### config.mk
export PLATFORM = sky130hd
export DESIGN_NAME = tdc_meas_ctrl
export DESIGN_NICKNAME = d
export VERILOG_FILES = /design/src/rtl/tdc_meas_ctrl.sv
export SDC_FILE = /design/constraint.sdc
export NUM_CORES = 1
export LEC_CHECK = 0
export ABC_AREA = 1
export CORE_ASPECT_RATIO = 0.9
export CORE_MARGIN = 2
export CORE_UTILIZATION = 58
export CTS_BUF_LIST = sky130_fd_sc_hd__clkbuf_8
export CTS_CLUSTER_DIAMETER = 30
export DETAILED_ROUTE_END_ITERATION = 16
export GPL_TIMING_DRIVEN = 0
export PLACE_DENSITY = 0.84
export SLEW_MARGIN = 20
export SYNTH_ARGS = -nofsm -noshare
export SYNTH_HDL_FRONTEND = slang
export SYNTH_SLANG_ARGS = --single-unit
### constraint.sdc
create_clock -name clk -period 2.5 [get_ports clk]
set_input_delay 0.25 -clock clk [delete_from_list [all_inputs] [get_ports clk]]
set_output_delay 0.25 -clock clk [all_outputs]
set_load 0.1 [all_outputs]
### src/rtl/tdc_meas_ctrl.sv
// rtl/tdc_meas_ctrl.sv - TDC measurement sequencer: arm/start/stop FSM, time-word calc, timeout, error count
// Optional macro TDC_AUTO_REARM_EN: re-arm straight from DONE after each accepted result.
module tdc_meas_ctrl #(
  parameter int                  COARSE_W     = 16,
  parameter int                  FINE_W       = 8,
  parameter int                  BINS_PER_CLK = 64,
  parameter logic [COARSE_W-1:0] TIMEOUT_CYC  = 16'hFFF0
) (
  input  logic                       clk,
  input  logic                       rst,
  input  logic                       arm,
  input  logic                       abort,
  input  logic                       start_in,
  input  logic                       stop_in,
  input  logic [COARSE_W-1:0]        coarse_in,
  input  logic [FINE_W-1:0]          fine_in,
  output logic                       hit,
  output logic                       coarse_clr,
  output logic                       busy,
  output logic                       res_valid,
  input  logic                       res_ready,
  output logic [COARSE_W+FINE_W-1:0] res_time,
  output logic                       res_timeout,
  output logic [7:0]                 err_cnt
);

  localparam int TW = COARSE_W + FINE_W;

  typedef enum logic [2:0] {IDLE, ARMED, RUN, CALC, DONE} state_t;

  state_t              state_q;
  logic [2:0]          start_sync_q;
  logic [2:0]          stop_sync_q;
  logic                start_stb;
  logic                stop_stb;
  logic [FINE_W-1:0]   fine_start_q;
  logic [FINE_W-1:0]   fine_stop_q;
  logic [COARSE_W-1:0] coarse_q;
  logic                hit_q;
  logic                coarse_clr_q;
  logic                res_valid_q;
  logic                res_timeout_q;
  logic [TW-1:0]       res_time_q;
  logic [TW-1:0]       calc_time_d;
  logic [TW:0]         calc_tmp;
  logic [7:0]          err_cnt_q;
  logic [7:0]          err_cnt_d;

  // Bits [1:0] are the synchronizer, bit [2] holds the previous synchronized value.
  assign start_stb = start_sync_q[1] & ~start_sync_q[2];
  assign stop_stb  = stop_sync_q[1] & ~stop_sync_q[2];

  always_ff @(posedge clk or negedge rst) begin
    if (!rst) begin
      start_sync_q <= '0;
      stop_sync_q  <= '0;
    end else begin
      start_sync_q <= {start_sync_q[1:0], start_in};
      stop_sync_q  <= {stop_sync_q[1:0], stop_in};
    end
  end

  // Bit TW of the signed intermediate flags a stop code that outran the coarse count.
  always_comb begin
    calc_tmp    = (TW+1)'(coarse_q) * (TW+1)'(BINS_PER_CLK)
                + (TW+1)'(fine_start_q) - (TW+1)'(fine_stop_q);
    calc_time_d = calc_tmp[TW] ? '0 : calc_tmp[TW-1:0];
    err_cnt_d   = (err_cnt_q == 8'hFF) ? err_cnt_q : err_cnt_q + 8'd1;
  end

  always_ff @(posedge clk or negedge rst) begin
    if (!rst) begin
      state_q       <= IDLE;
      fine_start_q  <= '0;
      fine_stop_q   <= '0;
      coarse_q      <= '0;
      hit_q         <= 1'b0;
      coarse_clr_q  <= 1'b0;
      res_valid_q   <= 1'b0;
      res_timeout_q <= 1'b0;
      res_time_q    <= '0;
      err_cnt_q     <= '0;
    end else begin
      coarse_clr_q <= 1'b0;
      case (state_q)
        IDLE: begin
          if (arm) begin
            coarse_clr_q <= 1'b1;
            state_q      <= ARMED;
          end
        end
        ARMED: begin
          if (abort) begin
            hit_q   <= 1'b0;
            state_q <= IDLE;
          end else if (start_stb) begin
            fine_start_q <= fine_in;
            hit_q        <= 1'b1;
            state_q      <= RUN;
          end else if (stop_stb) begin
            err_cnt_q <= err_cnt_d;
          end
        end
        RUN: begin
          if (abort) begin
            hit_q   <= 1'b0;
            state_q <= IDLE;
          end else if (stop_stb) begin
            fine_stop_q <= fine_in;
            coarse_q    <= coarse_in;
            hit_q       <= 1'b0;
            state_q     <= CALC;
          end else if (coarse_in == TIMEOUT_CYC) begin
            hit_q         <= 1'b0;
            res_time_q    <= '1;
            res_timeout_q <= 1'b1;
            res_valid_q   <= 1'b1;
            err_cnt_q     <= err_cnt_d;
            state_q       <= DONE;
          end
        end
        CALC: begin
          if (abort) begin
            hit_q   <= 1'b0;
            state_q <= IDLE;
          end else begin
            res_time_q    <= calc_time_d;
            res_timeout_q <= 1'b0;
            res_valid_q   <= 1'b1;
            state_q       <= DONE;
          end
        end
        DONE: begin
          if (res_ready) begin
            res_valid_q <= 1'b0;
`ifdef TDC_AUTO_REARM_EN
            coarse_clr_q <= 1'b1;
            state_q      <= ARMED;
`else
            state_q      <= IDLE;
`endif
          end
        end
        default: state_q <= IDLE;
      endcase
    end
  end

  assign hit         = hit_q;
  assign coarse_clr  = coarse_clr_q;
  assign busy        = (state_q != IDLE);
  assign res_valid   = res_valid_q;
  assign res_time    = res_time_q;
  assign res_timeout = res_timeout_q;
  assign err_cnt     = err_cnt_q;

endmodule

==> impl_metrics.py, run 1 <==
metrics = {
    "clock_tree": {
        "cts.sinks": 76,
        "cts_made_buffers": 9,
        "clockBufferDepth": 2,
        "clkLatencyLatePin_ps": 360,
        "root_buffer": "clkbuf_8",
        "h-tree-depth": 3,
        "clk_pin_slew_ps": 80,
        "tritoncts": "built",
    },
    "route": {
        "postRouteAntennaNets": 0,
        "routedWlPerCell_um": 13.7,
        "wl_mm": 12.3,
        "vias": 4561,
        "firstDrtPassIters": 4,
        "vias_per_cell": 5.08,
        "drt_iter0_markers": 193,
        "drcViolationCount": 0,
    },
    "floorplan": {
        "initial_core_util_pct": 59.4,
        "rows": 32,
        "die_w_um": 103,
        "die_h_um": 92.7,
        "core_area_um2": 8530,
        "die_area_um2": 9500,
        "ios": 68,
    },
    "sta": {
        "finalCritPeriodShare_pct": 96.6,
        "fmax_mhz": 414,
        "worst_pin_slew_ps": 985,
        "setup_viol_count_final": 0,
        "period_needed_ps": 2410,
        "tns_ps": 0,
        "finalMaxSlewViolations": 0,
        "hold_violations": 0,
        "finClkSkew_ps": 11.3,
        "hold-worst-slack_ps": 331,
        "relSlewSlack_pct": 34.1,
    },
    "yosys": {
        "avgSynthCellArea_um2": 7.37,
        "synth_cell_types": 41,
        "synth_edf_count": 0,
        "syn_nets": 752,
        "synthArstFlopShare_pct": 100,
        "synthTopCellsByArea": "dfrtp_1 38%, nand2_1 16%, inv_1 9.7%, ha_1 7.4%, nand3_1 4.6%",
        "synth_area_leader_cell": "dfrtp_1",
        "synthesis.instances": 688,
        "syn_area_um2": 5070,
        "synth_seq_cells": 76,
        "yosys_warnings": 0,
        "synthFlopType": "dfrtp_1",
        "synth_top_area_share_pct": 37.5,
        "ys_seq_area_share_pct": 37.5,
    },
    "global_routing": {
        "grt_pass1_wl_mm": 20.4,
        "grt_pass1_vias": 4383,
        "grt_max_degree": 52,
        "track_usage_pct": 27.4,
        "antenna_found_initial": 0,
        "grt.overflow.total": 0,
    },
    "critical_path": {
        "crit_fanout": 4,
        "crit_family": "buffers and inverters",
        "endpoint_kind": "output port",
        "reg2reg_slack_ps": 150,
        "path_cells": "nor2_2 > nand2_1 > clkdlybuf4s50_1",
        "required_ps": 2250,
        "crit_buf_inv": 1,
        "arrival_ps": 2160,
        "path_class": "reg -> out",
        "critPathLaunchType": "register",
        "cpPeakStageDelay_ps": 1160,
        "slowest_stage": "clkdlybuf4s50_1",
    },
    "cells_and_area": {
        "post-route-util_pct": 73.2,
        "n_fill_cell": 727,
        "n_antenna_cell": 0,
        "drive_gt1_share_pct": 12.1,
        "nets": 838,
        "areaGrowthSynthToFinish_pct": 23.1,
    },
    "worst_hold_path": {
        "hold_path_class": "in -> reg",
    },
    "placed_design": {
        "gp_congestion": 0.964,
        "post-dp-hpwl_mm": 9.46,
        "portBuffers": 67,
    },
    "job": {
        "maxCapViolations": 0,
    },
    "outcome": {
        "status": "finished clean",
    },
}
-- flip-flops by register name, summed over array words and instances, names as in the netlist --
| register | count |
|---|---|
| err_cnt | 8 |
| res_time | 23 |
| res_valid | 1 |
| hit | 1 |
| res_timeout | 1 |
| fine_start_q | 8 |
| coarse_q | 16 |
| state_q | 3 |
| coarse_clr | 1 |
| stop_sync_q | 3 |
| fine_stop_q | 8 |
| start_sync_q | 3 |
-- path summary, 6_finish.rpt --
check,cells after the start,start,endpoint
min in group asynchronous,2,rst,res_time[21]$_DFFE_PN0P_
max in group asynchronous,3,rst,start_sync_q[0]$_DFF_PN0_
setup / recovery,3,state_q[2]$_DFFE_PN0P_,busy
hold reg to reg,0,stop_sync_q[0]$_DFF_PN0_,stop_sync_q[1]$_DFF_PN0_
hold / removal,1,stop_in,stop_sync_q[0]$_DFF_PN0_
setup reg to reg,14,fine_start_q[1]$_DFFE_PN0P_,res_time[12]$_DFFE_PN0P_
-- cell type report --
cell class              instances  area (um2)  share of cell area [%]
repair buffers                 75         754                    12.1
multi-input cells             461        2630                    42.2
flip-flops and latches         76        1900                    30.5
well taps                     119         149                    2.39
clock inverters                 4        25.0                   0.401
plain buffers                  13         106                    1.70
inverters                     138         520                    8.34
clock buffers                  11         151                    2.43
-- worst reg2reg max path, stage by stage, from the launching register on --
cell and delay [ps]:
dfrtp_1 390, ha_1 340, ha_4 160, inv_1 50
fa_2 350, inv_1 80, nand3_1 80, nand3_2 90
nand2_1 60, nand2_2 90, nand2_1 90, nand3_4 140
buf_8 150, nand4_1 140, nand2_1 80
-- repair_timing --
item	in CTS	in global routing
pin swaps	0	7
resized for setup	3	20
hold buffers	1	0
endpoints found under the hold margin	25	0
buffers inserted	1	4
cloned	1	0
setup endpoints to repair	12	23
-- kinds of logic after synthesis --
family                     after synthesis  share of synthesized area, %
xor gates and xnor gates                16                          2.91
AOI/OAI and AO/OA                       61                          6.86
adders and majority gates               33                          8.59
and+or+nand+nor                        345                          30.5
DFF                                     76                          37.5
muxes                                    6                          1.33
buffers and inverters                  151                          12.2
-- synth_stat cells, drive strengths merged, types with 2 or more instances --
library cell	n
a21boi	3
a21oi	19
and2	2
buf	11
clkbuf	2
dfrtp	76
fa	3
ha	30
inv	138
mux2	6
nand2	220
nand3	60
nand3b	2
nand4	11
nor2	43
nor3	4
o21ai	35
xnor2	4
xor2	12
-- cell usage in the layout (no fill, tap or decap), types with 7 or more instances in the layout --
master / netlist / layout
ha_1: 30 / 26
nand4_1: 10 / 10
clkdlybuf4s50_1: 0 / 66
inv_1: 131 / 131
a21oi_1: 19 / 18
clkbuf_8: 0 / 11
xor2_1: 12 / 12
nand3_1: 47 / 45
buf_4: 2 / 7
nand2_1: 216 / 212
nand2_2: 3 / 7
nor2_1: 37 / 36
nand3_2: 12 / 13
dfrtp_1: 76 / 76
o21ai_0: 29 / 29
-- metrics by stage --
stage / worst slack (ps) / instances / area (um2)
finish: 86.0 / 897 / 6240
global route: -6.66 / 897 / 6240
CTS: 10.9 / 893 / 6120
detailed placement: -58.6 / 875 / 5910
global placement: -1350 / 874 / 5890
floorplan: 251 / 688 / 5070
-- routing by layer --
metal,vias to the layer above,track usage [%],share of wire (%)
li1,2306,-,-
met1,2112,39.7,48
met2,124,42.5,46
met3,19,4.60,4.7
met4,0,7.11,1.4
met5,-,0,0
Power of run 1 is left out: the tool's default activity adds up to more than one toggle a clock period on the data nets, which glitch-free logic cannot reach.
==> run 2, diff against run 1 <==
--- a/config.mk
+++ b/config.mk
@@ -8,12 +8,12 @@
 export ABC_AREA = 1
 export CORE_ASPECT_RATIO = 0.9
 export CORE_MARGIN = 2
-export CORE_UTILIZATION = 58
+export CORE_UTILIZATION = 52
 export CTS_BUF_LIST = sky130_fd_sc_hd__clkbuf_8
 export CTS_CLUSTER_DIAMETER = 30
 export DETAILED_ROUTE_END_ITERATION = 16
 export GPL_TIMING_DRIVEN = 0
-export PLACE_DENSITY = 0.84
+export PLACE_DENSITY = 0.79
 export SLEW_MARGIN = 20
 export SYNTH_ARGS = -nofsm -noshare
 export SYNTH_HDL_FRONTEND = slang
==> constraint.sdc (replaced) <==
create_clock -name clk -period 2.1 [get_ports clk]
set_input_delay 0.21 -clock clk [delete_from_list [all_inputs] [get_ports clk]]
set_output_delay 0.21 -clock clk [all_outputs]
set_load 0.1 [all_outputs]
==> run 2 against run 1 <==
The flow now finishes with violations (setup timing). Utilization fell by 5.6 points. Non-clock buffer count increased by 5. Sequential share of layout area decreased by 0.99 points. Largest cell class unchanged. Highest routed layer unchanged.
==> impl_metrics.py, run 2 (synthesis gave the netlist of run 1 again) <==
metrics = {
    "outcome": {
        "status": "finished, violations left",
        "violations": "setup timing",
    },
    "floorplan": {
        "die_h_um": 97.7,
        "core_area_um2": 9570,
        "initial_core_util_pct": 52.9,
        "ios": 68,
        "rows": 34,
        "die_area_um2": 10600,
        "die_w_um": 108,
    },
    "sta": {
        "period_needed_ps": 2290,
        "hold-worst-slack_ps": 293,
        "hold_violations": 0,
        "finClkSkew_ps": 10.9,
        "finalMaxSlewViolations": 0,
        "fmax_mhz": 437,
        "fin_ws_ps": -190,
        "finalCritPeriodShare_pct": 109,
        "tns_ps": -3230,
        "relSlewSlack_pct": 33.8,
        "setup_viol_count_final": 23,
        "rsz0062_at_grt": "yes",
        "worst_pin_slew_ps": 997,
    },
    "cells_and_area": {
        "final_common_cell": "nand2_1",
        "nets": 843,
        "final_area_um2": 6460,
        "most-common-layout-cells": "205 x nand2_1, 122 x inv_1, 73 x dfrtp_1, 36 x nand3_1",
        "n_fill_cell": 795,
        "largest_reg_flops": 23,
        "drive_gt1_share_pct": 17.1,
        "n_antenna_cell": 0,
        "areaGrowthSynthToFinish_pct": 27.5,
    },
    "clock_tree": {
        "clk_pin_slew_ps": 80,
        "cts_made_buffers": 9,
        "h-tree-depth": 3,
        "clkLatencyLatePin_ps": 360,
        "cts.sinks": 76,
        "root_buffer": "clkbuf_8",
        "clockBufferDepth": 2,
        "tritoncts": "built",
    },
    "route": {
        "wl_mm": 12.5,
        "firstDrtPassIters": 5,
        "drcViolationCount": 0,
        "vias_per_cell": 5.06,
        "drt_iter0_markers": 218,
        "postRouteAntennaNets": 0,
        "vias": 4603,
        "routedWlPerCell_um": 13.7,
    },
    "worst_hold_path": {
        "hold_path_class": "in -> reg",
    },
    "global_routing": {
        "track_usage_pct": 25.0,
        "antenna_found_initial": 0,
        "grt_max_degree": 52,
        "grt_pass1_wl_mm": 20.8,
        "grt.overflow.total": 0,
        "grt_pass1_vias": 4412,
    },
    "critical_path": {
        "crit_fanout": 6,
        "critPathLaunchType": "register",
        "path_cells": "fa_1 > inv_2 > ha_4 > nand2_4 > nor2_4 > nand2_1 > nor2_2 > nand2_2 > nand3_4 > buf_6 > nand3_1 > a21oi_1",
        "slowest_stage": "fa_1",
        "endpoint_kind": "register",
        "crit_family": "adder cells",
        "path_class": "reg -> reg",
        "crit_buf_inv": 2,
        "arrival_ps": 2570,
        "required_ps": 2380,
        "cpPeakStageDelay_ps": 520,
    },
    "placed_design": {
        "gp_congestion": 0.946,
        "post-dp-hpwl_mm": 9.45,
        "place_ws_ps": -314,
        "placed_area_um2": 5960,
        "portBuffers": 67,
    },
    "job": {
        "maxCapViolations": 0,
    },
}
[run 2: per-stage QoR]
| stage | util [%] | instances |
|---|---|---|
| 2_1_floorplan | - | 688 |
| 3_3_place_gp | 62.0 | 881 |
| 3_5_place_dp | 62.2 | 882 |
| 4_1_cts | 66.2 | 909 |
| 5_1_grt | 67.5 | 910 |
| 6_report | 67.5 | 910 |
[run 2: worst paths after layout]
path | startpoint | end | slack, ps | cells past startpoint
max | fine_stop_q[7]$_DFFE_PN0P_ | res_time[22]$_DFFE_PN0P_ | -190 | 12
min | stop_in | stop_sync_q[0]$_DFF_PN0_ | 290 | 1
max reg2reg | fine_stop_q[7]$_DFFE_PN0P_ | res_time[22]$_DFFE_PN0P_ | -190 | 12
min reg2reg | start_sync_q[0]$_DFF_PN0_ | start_sync_q[1]$_DFF_PN0_ | 350 | 0
max in group asynchronous | rst | err_cnt[3]$_DFFE_PN0P_ | 1230 | 3
min in group asynchronous | rst | res_time[19]$_DFFE_PN0P_ | 310 | 2
[run 2: final cells by class]
cell class | instances | area, um2 | area share, %
Sequential cell | 76 | 1910 | 29.5
Tap cell | 126 | 158 | 2.44
Inverter | 138 | 520 | 8.05
Timing Repair Buffer | 80 | 826 | 12.8
Buffer | 13 | 103 | 1.59
Multi-Input combinational cell | 461 | 2770 | 42.9
Clock buffer | 10 | 138 | 2.13
Clock inverter | 6 | 38.8 | 0.600
[run 2: per-layer routing]
metal  up-vias  global-route usage [%]  wire [um]
li1       2319                       -          -
met1      2153                    34.0       5790
met2       122                    40.8       5980
met3         9                    4.83        608
met4         0                    6.51        115
met5         -                       0          0
[run 2: what timing repair did]
action | in CTS | in global routing
hold buffers | 1 | 0
buffers inserted | 8 | 1
endpoints found under the setup margin | 35 | 43
pin swaps | 18 | 8
endpoints found under the hold margin | 25 | 0
gates resized for setup | 38 | 46
cloned | 2 | 0
Power of run 2 is left out for the same reason.
